==> src/rtl/pixel_pkg.sv <==
// Shared screen geometry, pixel record and address helper for the pixel sink.
package pixel_pkg;

  localparam int SCREEN_W = 320;
  localparam int SCREEN_H = 240;
  localparam int X_W      = 9;
  localparam int Y_W      = 8;
  localparam int COLOR_W  = 3;

  typedef struct packed {
    logic [X_W-1:0]     x;
    logic [Y_W-1:0]     y;
    logic [COLOR_W-1:0] color;
  } pixel_t;

  typedef enum logic {
    S_IDLE  = 1'b0,
    S_WRITE = 1'b1
  } wr_state_t;

  // 320 = 256 + 64, so the common screen width avoids a multiplier.
  function automatic logic [31:0] xy_to_addr(input logic [X_W-1:0] x,
                                             input logic [Y_W-1:0] y,
                                             input logic [31:0]    scr_w);
    logic [31:0] w_xe;
    logic [31:0] w_ye;
    w_xe = 32'(x);
    w_ye = 32'(y);
    if (scr_w == 32'd320) return (w_ye << 8) + (w_ye << 6) + w_xe;
    else                  return (w_ye * scr_w) + w_xe;
  endfunction

endpackage

==> src/rtl/pixel_fifo.sv <==
// Synchronous FIFO; the caller guarantees no push when full without a pop
// and no pop when empty.
module pixel_fifo #(
  parameter int DEPTH = 8,
  parameter int WIDTH = 8
) (
  input  logic                     clk,
  input  logic                     rst,
  input  logic                     i_push,
  input  logic                     i_pop,
  input  logic [WIDTH-1:0]         i_data,
  output logic [WIDTH-1:0]         o_data,
  output logic                     o_full,
  output logic                     o_empty,
  output logic [$clog2(DEPTH):0]   o_count
);

  localparam int PW = $clog2(DEPTH);
  localparam logic [PW:0] L_FULL = (PW+1)'(DEPTH);

  logic [WIDTH-1:0] r_mem [DEPTH];
  logic [PW-1:0]    r_wr_ptr;
  logic [PW-1:0]    r_rd_ptr;
  logic [PW:0]      r_count;

  always_ff @(posedge clk) begin
    if (rst) begin
      r_wr_ptr <= '0;
      r_rd_ptr <= '0;
      r_count  <= '0;
    end else begin
      if (i_push) r_wr_ptr <= r_wr_ptr + PW'(1);
      if (i_pop)  r_rd_ptr <= r_rd_ptr + PW'(1);
      case ({i_push, i_pop})
        2'b10:   r_count <= r_count + (PW+1)'(1);
        2'b01:   r_count <= r_count - (PW+1)'(1);
        default: r_count <= r_count;
      endcase
    end
  end

  // Storage carries no reset; validity is tracked by the pointers alone.
  always_ff @(posedge clk) begin
    if (i_push) r_mem[r_wr_ptr] <= i_data;
  end

  assign o_data  = r_mem[r_rd_ptr];
  assign o_full  = (r_count == L_FULL);
  assign o_empty = (r_count == '0);
  assign o_count = r_count;

endmodule

==> src/rtl/pixel_plot_sink.sv <==
// Buffers drawer pixels, clips off-screen ones and streams one framebuffer
// write per pixel through a stallable write port.
module pixel_plot_sink #(
  parameter int FIFO_DEPTH = 8,
  parameter int SCREEN_W   = pixel_pkg::SCREEN_W,
  parameter int SCREEN_H   = pixel_pkg::SCREEN_H,
  parameter int COLOR_W    = pixel_pkg::COLOR_W,
  parameter int ADDR_W     = 17
) (
  input  logic               clock,
  input  logic               reset,
  input  logic               plot,
  input  logic [8:0]         xCoord,
  input  logic [7:0]         yCoord,
  input  logic [COLOR_W-1:0] color,
  output logic               fb_we,
  output logic [ADDR_W-1:0]  fb_addr,
  output logic [COLOR_W-1:0] fb_data,
  input  logic               fb_ready,
  output logic               fifo_full,
  output logic               idle,
  output logic [7:0]         overflow_count,
  output logic [7:0]         clip_count
);

  localparam int CW = $clog2(FIFO_DEPTH) + 1;
  localparam logic [CW-1:0] L_FULL = CW'(FIFO_DEPTH);
  localparam logic [31:0]   L_SW   = 32'(SCREEN_W);
  localparam logic [31:0]   L_SH   = 32'(SCREEN_H);

  pixel_pkg::pixel_t    w_in_pix;
  pixel_pkg::pixel_t    w_head;
  pixel_pkg::wr_state_t r_state;

  logic              w_full, w_empty, w_in_range;
  logic              w_push, w_pop, w_clip, w_ovf, w_we_nxt;
  logic [CW-1:0]     w_count, w_count_nxt;
  logic [ADDR_W-1:0] w_head_addr;

  logic               r_fb_we;
  logic [ADDR_W-1:0]  r_fb_addr;
  logic [COLOR_W-1:0] r_fb_data;
  logic               r_fifo_full, r_idle;
  logic [7:0]         r_ovf_cnt, r_clip_cnt;

  assign w_in_pix   = '{x: xCoord, y: yCoord, color: color};
  assign w_in_range = (32'(xCoord) < L_SW) && (32'(yCoord) < L_SH);

  // A slot frees up either from IDLE or when the held write is accepted.
  assign w_pop  = !w_empty && ((r_state == pixel_pkg::S_IDLE) || fb_ready);
  assign w_clip = plot && !w_in_range;
  assign w_ovf  = plot && w_in_range && w_full && !w_pop;
  assign w_push = plot && w_in_range && (!w_full || w_pop);

  assign w_we_nxt = w_pop ? 1'b1
                  : ((r_state == pixel_pkg::S_WRITE) && fb_ready) ? 1'b0
                  : r_fb_we;

  assign w_head_addr = ADDR_W'(pixel_pkg::xy_to_addr(w_head.x, w_head.y, L_SW));

  always_comb begin
    w_count_nxt = w_count;
    if (w_push && !w_pop)      w_count_nxt = w_count + CW'(1);
    else if (!w_push && w_pop) w_count_nxt = w_count - CW'(1);
  end

  pixel_fifo #(
    .DEPTH (FIFO_DEPTH),
    .WIDTH ($bits(pixel_pkg::pixel_t))
  ) u_fifo (
    .clk     (clock),
    .rst     (reset),
    .i_push  (w_push),
    .i_pop   (w_pop),
    .i_data  (w_in_pix),
    .o_data  (w_head),
    .o_full  (w_full),
    .o_empty (w_empty),
    .o_count (w_count)
  );

  always_ff @(posedge clock) begin
    if (reset) begin
      r_state     <= pixel_pkg::S_IDLE;
      r_fb_we     <= 1'b0;
      r_fb_addr   <= '0;
      r_fb_data   <= '0;
      r_fifo_full <= 1'b0;
      r_idle      <= 1'b1;
      r_ovf_cnt   <= '0;
      r_clip_cnt  <= '0;
    end else begin
      case (r_state)
        pixel_pkg::S_IDLE: begin
          if (w_pop) r_state <= pixel_pkg::S_WRITE;
        end
        pixel_pkg::S_WRITE: begin
          if (fb_ready && !w_pop) r_state <= pixel_pkg::S_IDLE;
        end
        default: r_state <= pixel_pkg::S_IDLE;
      endcase
      if (w_pop) begin
        r_fb_addr <= w_head_addr;
        r_fb_data <= w_head.color;
      end
      r_fb_we     <= w_we_nxt;
      r_fifo_full <= (w_count_nxt == L_FULL);
      r_idle      <= (w_count_nxt == '0) && !w_we_nxt;
      if (w_ovf && (r_ovf_cnt != 8'hFF))   r_ovf_cnt  <= r_ovf_cnt + 8'd1;
      if (w_clip && (r_clip_cnt != 8'hFF)) r_clip_cnt <= r_clip_cnt + 8'd1;
    end
  end

  assign fb_we          = r_fb_we;
  assign fb_addr        = r_fb_addr;
  assign fb_data        = r_fb_data;
  assign fifo_full      = r_fifo_full;
  assign idle           = r_idle;
  assign overflow_count = r_ovf_cnt;
  assign clip_count     = r_clip_cnt;

endmodule

==> config.mk <==
export PLATFORM = sky130hd
export DESIGN_NAME = pixel_plot_sink
export DESIGN_NICKNAME = d
export VERILOG_FILES = /design/src/rtl/pixel_pkg.sv /design/src/rtl/pixel_fifo.sv /design/src/rtl/pixel_plot_sink.sv
export SDC_FILE = /design/constraint.sdc
export NUM_CORES = 1
export LEC_CHECK = 0
export ABC_AREA = 1
export CAP_MARGIN = 25
export CORE_MARGIN = 5
export CORE_UTILIZATION = 35
export DETAILED_ROUTE_END_ITERATION = 16
export GPL_TIMING_DRIVEN = 0
export PLACE_DENSITY = 0.62
export SKIP_CTS_REPAIR_TIMING = 1
export SYNTH_ARGS = -nofsm -noshare
export SYNTH_HDL_FRONTEND = slang
export SYNTH_SLANG_ARGS = --single-unit
==> constraint.sdc <==
create_clock -name clock -period 2.6 [get_ports clock]
set_input_delay 0.26 -clock clock [delete_from_list [all_inputs] [get_ports clock]]
set_output_delay 0.26 -clock clock [all_outputs]
set_load 0.05 [all_outputs]
Word level (Yosys, flattened, before mapping)
Memories as Yosys holds them, arrays and structs flattened. A register that Yosys moved wholly into a read port is not among the register bits.
Index checks and enable logic that the tools add are counted.
W data, S select, Z words.

operators by class
  muxes and demuxes = 12
  equality and inequality tests = 6
  $add $sub $neg = 8
  multiply operators = 0
  div/mod/pow operators = 0
  shifts and indexed selects = 0
  bitwise logic cells = 1
  reductions and logical operators = 25
  $lt $le $gt $ge = 2

operator list
  kind                   count
  $add A16 B14 Y17       1
  $add A17 B9 Y17        1
  $add A8 B1 Y8 const B  2
  $ne A8 B8 Y1 const B   2
  $logic_and A1 B1 Y1    14
  $lt A9 B9 Y1 const B   1
  $eq A4 B4 Y1 const B   2
  $logic_not A4 Y1       2
  $lt A8 B8 Y1 const B   1
  $mux W4                2
  $pmux W4 S2            1
  $add A3 B1 Y3 const B  2
  $logic_not A1 Y1       6
  $mux W1                6
  $mux W3                2
  $add A4 B1 Y4 const B  1
  $sub A4 B1 Y4 const B  1
  $eq A2 B1 Y1 const B   1
  $eq A2 B2 Y1 const B   1
  $logic_or A1 B1 Y1     2
  $pmux W1 S2            1
  $reduce_bool A2 Y1     1
  $not A1 Y1             1

storage, ports and cells
  input port bits = 24
  memories = 1
  ROM bits = 0
  output and inout port bits = 39
  RAM bits = 160
  bits in latches = 0
  register bits = 50
  word-level logic and storage cells = 66

memory list
  memory        depth  width  read ports  clocked after memory_dff  write ports  RTL line          source
  u_fifo.r_mem  8      20     1           1                         1            pixel_fifo.sv:21  logic [WIDTH-1:0] r_mem [DEPTH];

Logic depth before layout (Yosys ltp)
  depth in word-level cells = 11
  gate-level depth with buffers = 20
  depth with buffers taken out = 18

Cells and area by module
Synthesis repeated with hierarchy kept, for this count alone.

second synthesis, totals
  cells, all modules = 863
  area total of the unflattened synthesis = 9273.9 um2

by module, submodules not included
  module           area each (um2)  instances  sequential area each (um2)  cells each
  pixel_fifo       6917.9           1          5064.9                      540
  pixel_plot_sink  2356.0           1          800.8                       323

Worst setup path before layout
OpenSTA, ideal clock, no wires.

  path kind = reg-to-reg
  from = register (tool-made name)
  to = register r_fb_addr[15], in the netlist fb_addr[15]
  stages on the path, launching flop included = 19
  slack = -122 ps
  buffers on the path = 2
  required time = 2530 ps
  period minus slack after synthesis = 2722 ps
  data arrival time = 2652 ps
  library setup time = 70 ps
  cells stage by stage = dfxtp_1 buf_4 inv_4 buf_2 nor2_1 o22ai_1 nand2_1 o21ai_1 inv_1 fa_1 fa_1 nand3b_1 nand2_1 nand2_1 nand2_1 inv_1 nand2_1 nand2_1 a21oi_1

RTL lines
  element               RTL line                source
  end signal, assigned  pixel_plot_sink.sv:103  r_fb_addr <= w_head_addr;
  end, declared         pixel_plot_sink.sv:41   logic [ADDR_W-1:0] r_fb_addr;

==> results.sh <==
export IMPL_fmax_ghz=0.343
export IMPL_worstPathMaxFanout=10
export IMPL_cpPeakStageDelay_ns=0.50
export IMPL_cts_tree="yes"
export IMPL_hold_path_class="input pin to flip-flop"
export IMPL_tns_ns=-1.35
export IMPL_place_congestion=0.797
export IMPL_clkPwrFrac=0.251
export IMPL_synth_edf_count=160
export IMPL_finalCritPeriodShare=1.12
export IMPL_setup_viol=7
export IMPL_dr_max_layer_used="met4"
export IMPL_cts_buffers_inserted=25
export IMPL_cp_start_kind="flip-flop"
export IMPL_seqPwrFrac=0.276
export IMPL_dr_wl_met3_mm=1.60
export IMPL_tightest_slew_ns=0.758
export IMPL_synth_area_leaders="edfxtp_1 52%, dfxtp_1 12%, nor2_1 5.9%"
export IMPL_wl_met2_mm=11.3
export IMPL_pin_count=63
export IMPL_die_w_um=172
export IMPL_critical_path_class="flip-flop to flip-flop"
export IMPL_clock_root_buffer="clkbuf_16"
export IMPL_crit_chain="buf_8 -> clkinv_8 -> buf_4 -> o21ai_0 -> o22ai_1 -> o21ai_2 -> fa_2 -> fa_2 -> nand3b_1 -> nand2_2 -> nand2_2 -> nand2_2 -> inv_2 -> nand2_1 -> nand2_1 -> a21oi_2"
export IMPL_vias=6761
export IMPL_finalHoldViolCount=0
export IMPL_p_leak_nw=4.41
export IMPL_switching_power_w=0.00571
export IMPL_initial_utilization=0.355
export IMPL_die_h_um=172
export IMPL_pre_cts_slack_ns=-0.706
export IMPL_row_count=59
export IMPL_hpwl_mm=15.3
export IMPL_powerDensity_nw_per_um2=1230
export IMPL_ys_ff_latch=213
export IMPL_drt_iter0_drc=554
export IMPL_clockBufferDepth=3
export IMPL_ir_drop_v=0.000780
export IMPL_utilization=0.462
export IMPL_area_growth_pct=30.3
export IMPL_synthesis_area_sq_um=9220
export IMPL_cpMostUsedCell="nand2_2"
export IMPL_critical_path_slowest_cell="fa_2"
export IMPL_clock_skew_ns=0.0272
export IMPL_h_tree_depth=1
export IMPL_rsz0062_at_grt="true"
export IMPL_antenna_left=0
export IMPL_syn_inst=886
export IMPL_async_flop_share=0
export IMPL_whs_ns=0.212
export IMPL_fin_area_sq_um=12000
export IMPL_critPathArrivalTime_ns=3.38
export IMPL_grt_remaining_overflow=0
export IMPL_syn_nets=938
export IMPL_cts_clk_slew_worst_paths_ns=0.06
export IMPL_track_usage=0.156
export IMPL_yosysWarnings=0
export IMPL_max_slew_margin_rel=0.494
export IMPL_p_int_w=0.00909
export IMPL_wl_per_cell_um=17.5
export IMPL_seq_area_frac_synth=0.636
export IMPL_violations="setup timing"
export IMPL_synth_flop_cell="edfxtp_1"
export IMPL_maxSlewViolCount=0
export IMPL_cts_sinks=213
export IMPL_netSwitchingFraction=0.386
export IMPL_num_antenna_cells=0
export IMPL_status="finished, violations left"
export IMPL_avgViaCountPerCell=5.00
export IMPL_wl_met1_mm=10.2
export IMPL_antenna_found_initial=0
export IMPL_cp_end_kind="flip-flop"
export IMPL_routed_wl_mm=23.7
export IMPL_crit_required_ns=3.06
export IMPL_io_buffer_count=61
export IMPL_first_global_vias=6495
export IMPL_drive_gt1_frac=0.191
export IMPL_drt_pass1_iter_count=5
export IMPL_finalCriticalPeriod_ns=2.92
export IMPL_clock_latency_ns=0.52
export IMPL_dpl_cell_area_sq_um=10400
export IMPL_avgSynthCellArea_sq_um=10.4
export IMPL_max_cap_viol_count=0
export IMPL_core_region_area_sq_um=26000
export IMPL_synth_distinct_cells=33
export IMPL_grt_pass1_wl_mm=36.1
export IMPL_dieArea_sq_um=29700
export IMPL_synth_top_cell_area_share=0.521
export IMPL_worst_slack_ns=-0.316
export IMPL_p_comb_frac=0.473
export IMPL_drc=0
export IMPL_yosys_area_top_type="edfxtp_1"
export IMPL_final_nets=1050
export IMPL_grt_max_degree=16
## worst max-delay path, delay by kind of cell, from the launching register on
family,cells,cell delay (ns)
DFF,1,0.34
and+or+nand+nor,6,0.57
AOI/OAI and AO/OA,4,0.58
adders and majority gates,2,0.87
buffers and inverters,4,0.47
## routing by layer
layer,global-route usage,vias up
met5,0,-
met4,0.0496,0
met3,0.0263,45
met2,0.254,233
met1,0.213,3207
li1,-,3276
## cell usage after synthesis (all sizes together) (19+ instances only)
master / n
dfxtp: 53
buf: 27
ha: 26
o22ai: 19
nand2: 138
nor2: 147
o21ai: 103
nand3: 49
a21oi: 40
edfxtp: 160
inv: 73
## path summary, 6_finish.rpt
| check | start | end | slack, ns | depth (start not counted) |
|---|---|---|---|---|
| worst max-delay path | flip-flop | fb_addr[15] | -0.32 | 16 |
| worst min-delay path | reset | u_fifo.o_count[0] | 0.21 | 2 |
| worst max register to register | flip-flop | fb_addr[15] | -0.32 | 16 |
| worst min register to register | fb_addr[1] | fb_addr[1] | 0.47 | 2 |
## cell type report
| class | instances | area [sq um] |
|---|---|---|
| Clock buffer | 31 | 668 |
| Buffer | 38 | 365 |
| Fill cell | 2372 | 14000 |
| Tap cell | 335 | 419 |
| Sequential cell | 213 | 5870 |
| Timing Repair Buffer | 86 | 915 |
| Clock inverter | 15 | 211 |
| Inverter | 73 | 292 |
| Multi-Input combinational cell | 561 | 3270 |
## flip-flops by register name (all words and copies together), names as in the netlist, 3 cells and up, named ones only
| signal | count |
|---|---|
| clip_count | 8 |
| fb_addr | 17 |
| fb_data | 3 |
| overflow_count | 8 |
| u_fifo.o_count | 4 |
| u_fifo.r_mem | 160 |
| u_fifo.r_rd_ptr | 3 |
| u_fifo.r_wr_ptr | 3 |
## cell usage in the layout (no fill, tap or decap), types with 8 or more instances in the layout
cell type | synthesis | layout
buf_8 | 0 | 10
o21ai_2 | 0 | 8
o211ai_1 | 12 | 12
a21oi_2 | 5 | 8
inv_2 | 3 | 10
edfxtp_1 | 160 | 160
o22ai_1 | 19 | 14
dfxtp_1 | 53 | 50
nor2_2 | 3 | 10
clkbuf_16 | 0 | 26
clkbuf_1 | 10 | 8
clkdlybuf4s50_1 | 0 | 61
ha_4 | 0 | 13
buf_4 | 7 | 19
o21ai_1 | 7 | 9
buf_6 | 5 | 10
o21ai_0 | 96 | 82
inv_1 | 68 | 61
nand3_1 | 46 | 42
a21oi_1 | 35 | 32
nand2_1 | 135 | 123
nand2_2 | 2 | 13
nor2_1 | 144 | 131
ha_1 | 26 | 11
## power groups by stage
| stage | combinational (W) | sequential, W | clock, W |
|---|---|---|---|
| floorplan | 0.00332 | 0.00465 | 0 |
| global placement | 0.00533 | 0.00416 | 0 |
| detailed placement | 0.00543 | 0.00415 | 0 |
| CTS | 0.00546 | 0.00408 | 0.00377 |
| global route | 0.00775 | 0.00412 | 0.00392 |
| finish | 0.00700 | 0.00409 | 0.00371 |
## cell families after synthesis
group / count (synthesis) / synth area share
xor gates and xnor gates: 11 / 0.0105
and+or+nand+nor: 346 / 0.154
buffers and inverters: 112 / 0.0552
adders and majority gates: 28 / 0.0396
AOI/OAI and AO/OA: 176 / 0.104
DFF: 213 / 0.636
## through the flow
step / cells / total power (W)
final: 1352 / 0.0148
after global routing: 1352 / 0.0158
after CTS: 1336 / 0.0133
after floorplan: 886 / 0.00797
after detailed placement: 1290 / 0.00959
after global placement: 1282 / 0.00949
(Power assumes the default switching activity.)
